--- src/rtl/sample_loader.sv ---
// sample_loader: EBI-loaded 16x16-bit staging buffer handed to the PWM stage as one 256-bit sample (clk/reset, ebi_* bus in, rd_data out, data_out/data_valid out with data_ready handshake in)
module sample_loader #(
  parameter logic [20:0] BASE_ADDR = 21'h000000
) (
  input  logic         clk,
  input  logic         reset,
  input  logic [15:0]  ebi_data,
  input  logic [20:0]  ebi_addr,
  input  logic         ebi_wr,
  input  logic         ebi_rd,
  input  logic         ebi_cs,
  output logic [15:0]  rd_data,
  output logic [255:0] data_out,
  output logic         data_valid,
  input  logic         data_ready
);
  typedef enum logic [1:0] {IDLE, HOLD, HOLD_PEND} state_t;
  state_t state, state_n;
  logic [255:0] staging;
  logic [15:0]  word_mask, rd_n;
  logic [20:0]  off;
  logic         ovf, wr_q, wr_evt, slot_wr, ctrl_wr, commit, clr_ovf, copy, set_ovf, pend, full;
  assign off        = ebi_addr - BASE_ADDR;
  assign wr_evt     = ebi_cs & ebi_wr & ~wr_q;
  assign slot_wr    = wr_evt & (off < 21'd16);
  assign ctrl_wr    = wr_evt & (off == 21'd16);
  assign commit     = ctrl_wr & ebi_data[0];
  assign clr_ovf    = ctrl_wr & ebi_data[1];
  assign pend       = state == HOLD_PEND;
  assign data_valid = state != IDLE;
  assign full       = &word_mask;
  assign rd_n = off < 21'd16  ? staging[{off[3:0], 4'b0} +: 16] :
                off == 21'd17 ? {12'b0, ovf, pend, data_valid, full} :
                off == 21'd18 ? word_mask : 16'h0000;
  always_comb begin
    state_n = state;
    copy    = 1'b0;
    set_ovf = 1'b0;
    case (state)
      IDLE: begin
        copy    = commit;
        state_n = commit ? HOLD : IDLE;
      end
      HOLD: begin
        copy    = commit & data_ready;
        state_n = commit ? (data_ready ? HOLD : HOLD_PEND) : (data_ready ? IDLE : HOLD);
      end
      default: begin
        set_ovf = commit;
        copy    = data_ready;
        state_n = data_ready ? HOLD : HOLD_PEND;
      end
    endcase
  end
  // Copy samples the registered staging, so a same-cycle slot write lands only in staging
  // and its mask bit survives the clear.
  always_ff @(posedge clk or posedge reset) begin
    if (reset) begin
      state     <= IDLE;
      data_out  <= '0;
      staging   <= '0;
      word_mask <= '0;
      ovf       <= 1'b0;
      rd_data   <= '0;
      wr_q      <= 1'b0;
    end else begin
      state     <= state_n;
      wr_q      <= ebi_cs & ebi_wr;
      if (copy) data_out <= staging;
      if (slot_wr) staging[{off[3:0], 4'b0} +: 16] <= ebi_data;
      word_mask <= (copy ? 16'h0000 : word_mask) | (slot_wr ? 16'h0001 << off[3:0] : 16'h0000);
      ovf       <= set_ovf | (ovf & ~clr_ovf);
      if (ebi_cs & ebi_rd) rd_data <= rd_n;
    end
  end
endmodule

--- config.mk ---
export PLATFORM = sky130hd
export DESIGN_NAME = sample_loader
export DESIGN_NICKNAME = d
export VERILOG_FILES = /design/src/rtl/sample_loader.sv
export SDC_FILE = /design/constraint.sdc
export NUM_CORES = 1
export LEC_CHECK = 0
export ABC_AREA = 1
export CAP_MARGIN = 25
export CORE_UTILIZATION = 51
export DETAILED_ROUTE_END_ITERATION = 10
export GPL_TIMING_DRIVEN = 0
export PLACE_DENSITY = 0.81
export SYNTH_ARGS = -nofsm -noshare
export SYNTH_HDL_FRONTEND = slang
export SYNTH_SLANG_ARGS = --single-unit
--- constraint.sdc ---
create_clock -name clk -period 17.6 [get_ports clk]
set_input_delay 3.52 -clock clk [delete_from_list [all_inputs] [get_ports clk]]
set_output_delay 3.52 -clock clk [all_outputs]
set_load 0.005 [all_outputs]
# == Yosys cells after proc, flatten, opt, wreduce, memory -nomap -nowiden ==
# Index checks and enable logic that the tools add are counted.
# word_totals
register_bits,548
wordCells,48
# classes
n_addsub,1
n_reduce_logical,4
shifts,4
n_eq_ne,5
order_cmp,1
mux,13
bitwise_logic,13
# ops
operator,count
$bwmux W256,1
$shift A16 B10 Y256 const A,1
$shiftx A16 B10 Y256,1
$shiftx A256 B9 Y16,1
$mux W16,5
$eq A21 B5 Y1 const B,3
$lt A21 B5 Y1 const B,1
$or A16 B16 Y16,1
$reduce_and A16 Y1,1
$shl A1 B4 Y16 const A,1
$neg A8 Y10,1
$and A1 B1 Y1,9
$mux W2,2
$pmux W2 S2,1
$mux W1,3
$eq A2 B1 Y1 const B,1
$eq A2 B2 Y1 const B,1
$logic_not A2 Y1,1
$not A1 Y1,2
$pmux W1 S2,1
$reduce_bool A2 Y1,1
$reduce_or A2 Y1,1
$or A1 B1 Y1,1

# == Depth between registers and ports, before layout ==
# Gate-level depths: netlist of run 1.
# logic_depth
ltp_word,8
mapped_depth,17

# == Least setup slack after synthesis of run 1 ==
# Ideal clock, no wire load.
# synth_path
kind,input -> register
start,input ebi_addr[0]
end,register data_out[0]
n_path_buf,5
cell_stages,17
setup_ns,0.117
setup_slack_ns,11.518
t_arrival_ns,5.965
cell_sequence,inv_2 > clkbuf_1 > clkbuf_1 > ha_1 > nand2_4 > nor2_2 > nand2_1 > nor2_1 > nand2_1 > inv_1 > ha_1 > nand3_1 > buf_2 > clkbuf_1 > buf_1 > nand4_1 > nand2_1
# synth_via
elab_chain_len,5
# synth_rtl
item,line,text
"start, declared",8,"input logic [20:0] ebi_addr,"
$eq A21 B5 Y1 *,26,assign ctrl_wr = wr_evt & (off == 21'd16);
$and A1 B1 Y1 *,26,
$and A1 B1 Y1 *,27,assign commit = ctrl_wr & ebi_data[0];
$and A1 B1 Y1,45,copy = commit & data_ready;
$pmux W1 S2 *,39,case (state)
"end signal, assigned",69,if (copy) data_out <= staging;
"end, declared",13,"output logic [255:0] data_out,"
# Mark *: on every way between the ends. The rest lies on a longest branch, timed or not.
# A chain may end at the register's enable or synchronous reset.

# == Final worst setup path of run 1 ==
# layout_path
start,input ebi_addr[0]
end,register staging[76]
# layout_via
elab_chain_len,3
word_cells_on_any_way,6
classes_between,1 x add/sub; 1 x order compare; 2 x shift; 1 x mux; 1 x bitwise
# layout_rtl
item,line,text
$neg A8 Y10,70,"if (slot_wr) staging[{off[3:0], 4'b0} +: 16] <= ebi_data;"
$shiftx A16 B10 Y256 or $shift A16 B10 Y256 (tied branches),70,
$bwmux W256,70,
"end signal, assigned by index",70,
"end, declared",19,logic [255:0] staging;
# Parallel ways exist; a longest one is shown, timed or not.

==> report_table.html, run 1 <==
<table>
<tr><th>Metric</th><th>Value</th></tr>
<tr><th colspan="2">Outcome</th></tr>
<tr><td>Result of the run</td><td>finished, final reports clean</td></tr>
<tr><th colspan="2">Die</th></tr>
<tr><td>Die footprint</td><td>52,100 µm²</td></tr>
<tr><td>Die Span Y</td><td>228 µm</td></tr>
<tr><td>Area of the placeable core</td><td>50,400 µm²</td></tr>
<tr><td>DIE WIDTH</td><td>228 µm</td></tr>
<tr><td>Number of ports placed on the die boundary</td><td>316</td></tr>
<tr><td>Starting utilization of the core area</td><td>51.9%</td></tr>
<tr><td>Row count</td><td>82</td></tr>
<tr><th colspan="2">STA</th></tr>
<tr><td>Slew @ Worst Pin</td><td>1.01 ns</td></tr>
<tr><td># setup viols final</td><td>0</td></tr>
<tr><td>Peak Freq</td><td>125 MHz</td></tr>
<tr><td>Shortest period the worst path allows</td><td>8.00 ns</td></tr>
<tr><td>Slew Viols, Final</td><td>0</td></tr>
<tr><td>Final worst-path cycle share</td><td>45.5%</td></tr>
<tr><td>Number of endpoints with negative hold slack in the final report</td><td>0</td></tr>
<tr><td>Worst slew margin relative to its limit</td><td>32.4%</td></tr>
<tr><td>Unrepaired setup endpoints after global routing</td><td>no</td></tr>
<tr><td>Setup TNS after final layout</td><td>0 ns</td></tr>
<tr><td>Final worst clock skew</td><td>0.0279 ns</td></tr>
<tr><th colspan="2">Clock tree</th></tr>
<tr><td>Number of sinks handled by clock tree synthesis</td><td>548</td></tr>
<tr><td>CTS root buf</td><td>clkbuf_16</td></tr>
<tr><td>Setup Buffers After CTS</td><td>0</td></tr>
<tr><td>Post-CTS Resized</td><td>0</td></tr>
<tr><td>Cts-stage hold buffer count</td><td>0</td></tr>
<tr><td>H-tree depth reported by CTS</td><td>2</td></tr>
<tr><td>Later-pin clock latency in the skew report</td><td>0.63 ns</td></tr>
<tr><td>CTS buffer count</td><td>55</td></tr>
<tr><td>Clk buf depth</td><td>3</td></tr>
<tr><td>Clk slew on worst S/H paths</td><td>0.07 ns</td></tr>
<tr><td>CTS tree</td><td>done</td></tr>
<tr><th colspan="2">Setup path</th></tr>
<tr><td>FF-to-FF Start</td><td>wr_q$_DFF_PP0_</td></tr>
<tr><td>Master of the slowest instance on the critical path</td><td>clkbuf_1</td></tr>
<tr><td>Delay of the slowest critical-path stage</td><td>0.63 ns</td></tr>
<tr><td>Startpoint Class</td><td>input pin</td></tr>
<tr><td>Setup slack, reg-to-reg</td><td>14.47 ns</td></tr>
<tr><td>Cells along the critical path</td><td>clkdlybuf4s50_1, inv_2, clkbuf_1, clkbuf_1, ha_1, ha_1, inv_1, nor2_1, nand2_1, nand3b_1, clkbuf_1, nand2_1, o21ai_0</td></tr>
<tr><td>CP max FO</td><td>11</td></tr>
<tr><td>Category of cells accounting for the largest share of critical-path delay</td><td>buffers and inverters</td></tr>
<tr><td>Sum of buffers and inverters on the critical path</td><td>6</td></tr>
<tr><td>Data required, critical path</td><td>18.06 ns</td></tr>
<tr><td>Cell mode on critical path</td><td>clkbuf_1</td></tr>
<tr><td>Classification of the worst setup path</td><td>input pin to register</td></tr>
<tr><td>FF-to-FF path depth</td><td>14</td></tr>
<tr><td>Data arrival time at the worst-slack endpoint</td><td>8.47 ns</td></tr>
<tr><td>Nature of the critical path endpoint</td><td>register</td></tr>
<tr><td>R2R Path End</td><td>data_out[68]$_DFFE_PP0P_</td></tr>
<tr><th colspan="2">GRT</th></tr>
<tr><td>Largest net degree at the start of global routing</td><td>44</td></tr>
<tr><td>Wire length of the first global-routing pass</td><td>156 mm</td></tr>
<tr><td>Number of global-route vias before repair</td><td>24.8k</td></tr>
<tr><td>Gr usage total</td><td>40.5%</td></tr>
<tr><td>Initial antenna violation count</td><td>5</td></tr>
<tr><td>Final global-route overflow total</td><td>0</td></tr>
<tr><th colspan="2">Routing</th></tr>
<tr><td>Number of design rule violations left after detail routing</td><td>0</td></tr>
<tr><td>Via count normalized by instance count</td><td>5.84</td></tr>
<tr><td>Total detailed-routing wirelength</td><td>106 mm</td></tr>
<tr><td>First-pass iteration count of the detailed router</td><td>6</td></tr>
<tr><td>Starting DRT DRC Count</td><td>3,691</td></tr>
<tr><td>Detailed-route via count</td><td>26.2k</td></tr>
<tr><td>Routed wire per std cell</td><td>23.6 µm</td></tr>
<tr><td>Post-route antenna net violation count</td><td>0</td></tr>
<tr><th colspan="2">Logic synthesis</th></tr>
<tr><td>Cell area after synthesis</td><td>26,100 µm²</td></tr>
<tr><td>Cell accounting for the most synthesized area</td><td>dfrtp_1</td></tr>
<tr><td>Leading register cell type out of synthesis</td><td>dfrtp_1</td></tr>
<tr><td>Yosys warnings</td><td>0</td></tr>
<tr><td>Number of instances in the synthesized netlist</td><td>3,383</td></tr>
<tr><td>Flop and latch count out of synthesis</td><td>548</td></tr>
<tr><td>Count of different cell masters after synthesis</td><td>29</td></tr>
<tr><td>Ranking of synthesized cells by area</td><td>dfrtp_1 52%, nand2_1 18%, nand4_1 6.4%</td></tr>
<tr><td>EDFF count, synth</td><td>0</td></tr>
<tr><td>Proportion of register bits with asynchronous set or reset after synthesis</td><td>100%</td></tr>
<tr><td>Mean post-synth cell area</td><td>7.72 µm²</td></tr>
<tr><td>Syn nets</td><td>3,434</td></tr>
<tr><td>Synth top area share</td><td>52.5%</td></tr>
<tr><td>Part of the Yosys area used for sequential elements</td><td>52.5%</td></tr>
<tr><th colspan="2">Hold path</th></tr>
<tr><td>End of the worst hold path</td><td>rd_data[8]$_DFFE_PP0P_</td></tr>
<tr><td>WHS Path Cells</td><td>2</td></tr>
<tr><td>Hold Startpoint</td><td>rd_data[8]$_DFFE_PP0P_</td></tr>
<tr><td>Hold/Removal Path Class</td><td>register to register</td></tr>
<tr><th colspan="2">Placement</th></tr>
<tr><td>Cell count after placement</td><td>4,387</td></tr>
<tr><td>Global placer's final weighted congestion</td><td>1.06</td></tr>
<tr><td>Detailed placer's ending HPWL</td><td>80.8 mm</td></tr>
<tr><td>Buffers added on ports</td><td>314</td></tr>
<tr><th colspan="2">Power</th></tr>
<tr><td>Peak supply drop</td><td>0.0729 mV</td></tr>
<tr><td>Leakage Power</td><td>16.1 nW</td></tr>
<tr><td>PD cells</td><td>81.6 nW/µm²</td></tr>
<tr><th colspan="2">Cells and area</th></tr>
<tr><td>Relative area change from synthesis to final layout</td><td>23.6%</td></tr>
<tr><td>Share of layout cells above drive strength 1</td><td>5.63%</td></tr>
<tr><td>Multi-input gate area in the final layout</td><td>10,400 µm²</td></tr>
<tr><td>Net count, final</td><td>3,823</td></tr>
<tr><td>Layout fillers</td><td>4,448</td></tr>
<tr><td>Register Area</td><td>13,700 µm²</td></tr>
<tr><td>Final Non-Filler Cells</td><td>4,492</td></tr>
<tr><th colspan="2">Job</th></tr>
<tr><td>Max-capacitance violation count</td><td>0</td></tr>
</table>
stage by stage:
stage | utilization [%] | cell area (µm²) | power, mW | setup slack [ns] | hold slack, ns
floorplan | - | 26100 | 1.38 | 6.62 | 0.458
finish | 64.1 | 32300 | 2.63 | 9.60 | 0.477
global route | 64.1 | 32300 | 2.70 | 9.46 | 0.510
detailed placement | 60.5 | 30500 | 1.46 | 9.17 | 0.466
global placement | 59.8 | 30100 | 1.46 | 3.34 | 0.467
CTS | 64.1 | 32300 | 2.62 | 9.77 | 0.483
worst reg2reg max path: stages, from the launching register on:
cell and delay [ns]:
dfrtp_1 0.33, inv_1 0.05, nand3_1 0.16, nor2_2 0.09, nand2_1 0.09, nor2_1 0.06
nand2_1 0.08, inv_1 0.08, ha_1 0.18, nand3_1 0.14, buf_2 0.33, clkbuf_1 0.62
buf_1 0.58, nand4_1 0.20, nand2_1 0.11
worst max path at each step:
stage                startpoint                         to  slack (ns)  depth (start not counted)
floorplan                 reset    data_out[0]$_DFFE_PP0P_        6.62                          1
CTS                 ebi_addr[0]   data_out[58]$_DFFE_PP0P_        9.77                         18
detailed placement  ebi_addr[0]   data_out[68]$_DFFE_PP0P_        9.17                         18
finish              ebi_addr[0]    staging[76]$_DFFE_PP0P_        9.60                         13
global placement          reset  data_out[101]$_DFFE_PP0P_        3.34                          2
global route        ebi_addr[0]   data_out[53]$_DFFE_PP0P_        9.46                         18
sequential cells by signal, summed over array words and instances (netlist names):
| signal | count |
|---|---|
| state | 2 |
| ovf | 1 |
| word_mask | 16 |
| staging | 256 |
| wr_q | 1 |
| rd_data | 16 |
| data_out | 256 |
power breakdown:
part | leakage [nW] | switching, mW | internal, mW
combinational | 7.54 | 0.145 | 0.0416
sequential | 7.63 | 0.00183 | 1.26
clock | 0.884 | 0.518 | 0.665
layout by cell type (no fill, tap or decap), types with 4 or more instances in the layout:
| master | instances |
|---|---|
| buf_6 | 22 |
| clkinvlp_4 | 5 |
| nand2_1 | 1273 |
| nor2_1 | 284 |
| a21oi_1 | 25 |
| o21ai_0 | 193 |
| diode_2 | 4 |
| clkbuf_1 | 104 |
| clkbuf_8 | 14 |
| buf_1 | 70 |
| nand4_1 | 269 |
| inv_1 | 195 |
| nand3_1 | 222 |
| clkinv_2 | 10 |
| buf_4 | 6 |
| dfrtp_1 | 548 |
| o21ai_1 | 84 |
| buf_2 | 61 |
| clkdlybuf4s50_1 | 314 |
| nor3_1 | 6 |
| inv_2 | 5 |
| clkbuf_16 | 55 |
| ha_1 | 8 |
| buf_12 | 14 |
layout make-up:
cell class,count,share of cell area [%]
well taps,672,2.60
inverters,203,2.37
multi-input cells,2379,32.3
flip-flops and latches,548,42.5
diodes,4,0.0310
clock buffers,79,4.98
clock inverters,22,0.597
repair buffers,332,10.9
plain buffers,253,3.76
cells in the mapped netlist (6+ instances only):
cell type and count:
inv_1 196, nor3_1 6, dfrtp_1 548, buf_1 70, nor2_1 284, o21ai_0 193, ha_1 8, nand2_1 1273
o21ai_1 84, nand4_1 269, nand3_1 222, buf_6 22, a21oi_1 25, buf_4 6, buf_2 61, clkbuf_1 94
metal layers:
| layer | GRT usage, % | up-vias | part of all wire [%] |
|---|---|---|---|
| li1 | - | 11700 | - |
| met1 | 55.9 | 12700 | 40 |
| met2 | 59.9 | 1514 | 43 |
| met3 | 9.11 | 311 | 11 |
| met4 | 21.4 | 2 | 5.8 |
| met5 | 0 | - | 0.011 |
cell families (layout without fill, tap and decap cells):
logic type / count (synthesis) / count (layout) / share of synthesized area [%]
DFF: 548 / 548 / 52.5
other: 0 / 4 / 0
adders and majority gates: 8 / 8 / 0.383
and+or+nand+nor: 2067 / 2067 / 33.7
buffers and inverters: 456 / 889 / 7.56
AOI/OAI and AO/OA: 304 / 304 / 5.84
No activity file was read; power rests on OpenSTA's default activity.
==> run 2: changes to the inputs <==
--- a/config.mk
+++ b/config.mk
@@ -7,10 +7,10 @@
 export LEC_CHECK = 0
 export ABC_AREA = 1
 export CAP_MARGIN = 25
-export CORE_UTILIZATION = 51
+export CORE_UTILIZATION = 56
 export DETAILED_ROUTE_END_ITERATION = 10
 export GPL_TIMING_DRIVEN = 0
-export PLACE_DENSITY = 0.81
+export PLACE_DENSITY = 0.84
 export SYNTH_ARGS = -nofsm -noshare
 export SYNTH_HDL_FRONTEND = slang
 export SYNTH_SLANG_ARGS = --single-unit
==> constraint.sdc (replaced) <==
create_clock -name clk -period 7.8 [get_ports clk]
set_input_delay 1.56 -clock clk [delete_from_list [all_inputs] [get_ports clk]]
set_output_delay 1.56 -clock clk [all_outputs]
set_load 0.005 [all_outputs]
==> report_table.html, run 2 (synthesized netlist as in run 1, its figures left out) <==
<table>
<tr><th>Metric</th><th>Value</th></tr>
<tr><th colspan="2">Power</th></tr>
<tr><td>Sequential share of power</td><td>48.0%</td></tr>
<tr><td>Leakage Power</td><td>16.0 nW</td></tr>
<tr><td>Combinational power share</td><td>7.1%</td></tr>
<tr><td>Peak supply drop</td><td>0.181 mV</td></tr>
<tr><td>PD cells</td><td>185 nW/µm²</td></tr>
<tr><td>Fraction of power spent switching nets</td><td>25.0%</td></tr>
<tr><td>Total internal power</td><td>4.46 mW</td></tr>
<tr><td>Net switching power</td><td>1.48 mW</td></tr>
<tr><td>Clock power share</td><td>44.9%</td></tr>
<tr><th colspan="2">Cells and area</th></tr>
<tr><td>Layout fillers</td><td>3,655</td></tr>
<tr><td>Most common cell after layout, fill and taps aside</td><td>nand2_1</td></tr>
<tr><td>Commonest cells after routing, fill and taps aside</td><td>1,273 x nand2_1, 548 x dfrtp_1, 314 x clkdlybuf4s50_1</td></tr>
<tr><td>Net count, final</td><td>3,822</td></tr>
<tr><td>Share of layout cells above drive strength 1</td><td>5.38%</td></tr>
<tr><td>Registers with the most flip-flops</td><td>data_out x256, staging x256</td></tr>
<tr><td>Relative area change from synthesis to final layout</td><td>23.0%</td></tr>
<tr><td>Final Non-Filler Cells</td><td>4,417</td></tr>
<tr><td>Fin area</td><td>32,100 µm²</td></tr>
<tr><th colspan="2">GRT</th></tr>
<tr><td>Global-route layer with the greatest usage</td><td>met2</td></tr>
<tr><td>Met2 track demand over resource in global routing</td><td>67.2%</td></tr>
<tr><td>Number of global-route vias before repair</td><td>25.4k</td></tr>
<tr><td>Initial antenna violation count</td><td>5</td></tr>
<tr><td>Met1 track utilization from global routing</td><td>61.9%</td></tr>
<tr><td>Final global-route overflow total</td><td>0</td></tr>
<tr><td>Largest net degree at the start of global routing</td><td>42</td></tr>
<tr><td>GR met3 Demand/Resource</td><td>11.2%</td></tr>
<tr><td>Wire length of the first global-routing pass</td><td>159 mm</td></tr>
<tr><td>Gr usage total</td><td>46.0%</td></tr>
<tr><th colspan="2">Clock tree</th></tr>
<tr><td>Cts-stage hold buffer count</td><td>0</td></tr>
<tr><td>CTS buffer count</td><td>55</td></tr>
<tr><td>H-tree depth reported by CTS</td><td>2</td></tr>
<tr><td>Number of sinks handled by clock tree synthesis</td><td>548</td></tr>
<tr><td>Setup Buffers After CTS</td><td>0</td></tr>
<tr><td>Clk buf depth</td><td>3</td></tr>
<tr><td>Post-CTS Resized</td><td>0</td></tr>
<tr><td>Later-pin clock latency in the skew report</td><td>0.62 ns</td></tr>
<tr><td>Clk slew on worst S/H paths</td><td>0.06 ns</td></tr>
<tr><td>CTS tree</td><td>done</td></tr>
<tr><td>CTS root buf</td><td>clkbuf_16</td></tr>
<tr><th colspan="2">Job</th></tr>
<tr><td>Max-capacitance violation count</td><td>0</td></tr>
<tr><th colspan="2">Routing</th></tr>
<tr><td>Total detailed-routing wirelength</td><td>109 mm</td></tr>
<tr><td>Detailed-route via count</td><td>26.8k</td></tr>
<tr><td>Via count normalized by instance count</td><td>6.08</td></tr>
<tr><td>Starting DRT DRC Count</td><td>3,699</td></tr>
<tr><td>Routed wire per std cell</td><td>24.6 µm</td></tr>
<tr><td>Post-route antenna net violation count</td><td>0</td></tr>
<tr><td>First-pass iteration count of the detailed router</td><td>8</td></tr>
<tr><td>Number of design rule violations left after detail routing</td><td>0</td></tr>
<tr><th colspan="2">Placement</th></tr>
<tr><td>Post-placement setup slack</td><td>1.11 ns</td></tr>
<tr><td>Buffers added on ports</td><td>314</td></tr>
<tr><td>Cell count after placement</td><td>4,313</td></tr>
<tr><td>Detailed placer's ending HPWL</td><td>81.9 mm</td></tr>
<tr><td>Global placer's final weighted congestion</td><td>1.10</td></tr>
<tr><td>Post-place instance area</td><td>30,300 µm²</td></tr>
<tr><th colspan="2">STA</th></tr>
<tr><td>Shortest period the worst path allows</td><td>6.35 ns</td></tr>
<tr><td>Worst hold slack after final layout</td><td>0.486 ns</td></tr>
<tr><td>Final worst-path cycle share</td><td>81.4%</td></tr>
<tr><td>Slew @ Worst Pin</td><td>1.11 ns</td></tr>
<tr><td>Unrepaired setup endpoints after global routing</td><td>no</td></tr>
<tr><td>Worst slew margin relative to its limit</td><td>26.0%</td></tr>
<tr><td>Slew Viols, Final</td><td>0</td></tr>
<tr><td># setup viols final</td><td>0</td></tr>
<tr><td>Final worst clock skew</td><td>0.0209 ns</td></tr>
<tr><td>Peak Freq</td><td>157 MHz</td></tr>
<tr><td>PnR worst setup slack</td><td>1.45 ns</td></tr>
<tr><td>Number of endpoints with negative hold slack in the final report</td><td>0</td></tr>
<tr><td>Setup TNS after final layout</td><td>0 ns</td></tr>
<tr><th colspan="2">Setup path</th></tr>
<tr><td>Worst setup path endpoint</td><td>data_out[25]$_DFFE_PP0P_</td></tr>
<tr><td>Worst setup startpoint</td><td>ebi_addr[0]</td></tr>
<tr><td>R2R Path End</td><td>data_out[25]$_DFFE_PP0P_</td></tr>
<tr><td>CP max FO</td><td>11</td></tr>
<tr><td>Master of the slowest instance on the critical path</td><td>clkbuf_1</td></tr>
<tr><td>Number of cells on the critical path</td><td>18</td></tr>
<tr><td>Category of cells accounting for the largest share of critical-path delay</td><td>buffers and inverters</td></tr>
<tr><td>Classification of the worst setup path</td><td>input pin to register</td></tr>
<tr><td>FF-to-FF Start</td><td>wr_q$_DFF_PP0_</td></tr>
<tr><td>Setup slack, reg-to-reg</td><td>4.60 ns</td></tr>
<tr><td>Data arrival time at the worst-slack endpoint</td><td>6.84 ns</td></tr>
<tr><td>FF-to-FF path depth</td><td>14</td></tr>
<tr><td>Cell mode on critical path</td><td>clkbuf_1</td></tr>
<tr><td>Sum of buffers and inverters on the critical path</td><td>8</td></tr>
<tr><td>Nature of the critical path endpoint</td><td>register</td></tr>
<tr><td>Cells along the critical path</td><td>clkdlybuf4s50_1, inv_2, clkbuf_1, clkbuf_1, ha_1, nand2_4, nor2_2, nand2_1, nor2_1, nand2_1, inv_1, ha_1, nand3_1, buf_2, clkbuf_1, clkbuf_1, nand4_1, nand2_1</td></tr>
<tr><td>Data required, critical path</td><td>8.29 ns</td></tr>
<tr><td>Delay of the slowest critical-path stage</td><td>0.75 ns</td></tr>
<tr><td>Startpoint Class</td><td>input pin</td></tr>
<tr><th colspan="2">Die</th></tr>
<tr><td>Starting utilization of the core area</td><td>57.2%</td></tr>
<tr><td>Row count</td><td>78</td></tr>
<tr><td>Die Span Y</td><td>218 µm</td></tr>
<tr><td>Number of ports placed on the die boundary</td><td>316</td></tr>
<tr><td>Die footprint</td><td>47,500 µm²</td></tr>
<tr><td>DIE WIDTH</td><td>218 µm</td></tr>
<tr><td>Area of the placeable core</td><td>45,700 µm²</td></tr>
<tr><th colspan="2">Outcome</th></tr>
<tr><td>Result of the run</td><td>finished, final reports clean</td></tr>
<tr><th colspan="2">Hold path</th></tr>
<tr><td>Hold Startpoint</td><td>rd_data[9]$_DFFE_PP0P_</td></tr>
<tr><td>Hold/Removal Path Class</td><td>register to register</td></tr>
</table>
run 2: cell count changes in the layout (fill, tap and decap cells not counted), sizes merged:
cell,previous run,this run
buf,177,176
clkinv,15,11
clkbuf,173,177
clkinvlp,5,2
inv,203,201
bufinv,2,3
diode,4,6
run 2: through the flow:
step / power [mW] / utilization, %
floorplan: 3.12 / -
global placement: 3.29 / 65.7
detailed placement: 3.31 / 66.4
CTS: 5.91 / 70.3
global route: 6.06 / 70.3
finish: 5.94 / 70.4
run 2: worst min path at each step:
stage,slack (ns),cells after the start,end
3_5_place_dp,0.47,2,rd_data[0]$_DFFE_PP0P_
3_3_place_gp,0.46,2,rd_data[4]$_DFFE_PP0P_
5_1_grt,0.50,2,rd_data[9]$_DFFE_PP0P_
4_1_cts,0.49,2,rd_data[9]$_DFFE_PP0P_
6_report,0.49,2,rd_data[9]$_DFFE_PP0P_
2_1_floorplan,0.46,2,data_out[255]$_DFFE_PP0P_
run 2: power groups by stage:
stage               Sequential [mW]  Combinational, mW  Clock (mW)
floorplan                      2.91              0.210           0
global placement               2.91              0.383           0
detailed placement             2.90              0.403           0
CTS                            2.85              0.405        2.65
global route                   2.85              0.446        2.77
finish                         2.85              0.422        2.67
run 2: layout make-up:
type	instances	area, µm²	share of cell area (%)
buffer	253	1210	3.78
clock buffer	83	1610	5.01
inverter	203	766	2.38
multi-input combinational	2379	10400	32.5
antenna	6	15.0	0.0467
timing repair buffer	331	3470	10.8
sequential	548	13700	42.7
tap	600	751	2.34
clock inverter	14	159	0.494
run 2: worst reg2reg max path, stage by stage (launching register included):
cell and delay [ns]:
dfrtp_1 0.32, inv_1 0.04, nand3_1 0.16, nor2_2 0.10
nand2_1 0.08, nor2_1 0.06, nand2_1 0.08, inv_1 0.09
ha_1 0.18, nand3_1 0.13, buf_2 0.34, clkbuf_1 0.68
clkbuf_1 0.57, nand4_1 0.18, nand2_1 0.14
run 2: metal layers:
| metal | vias to the layer above | wire (µm) |
|---|---|---|
| met5 | - | 0 |
| met1 | 12800 | 41800 |
| li1 | 11700 | - |
| met3 | 389 | 12700 |
| met4 | 0 | 7310 |
| met2 | 1885 | 46700 |
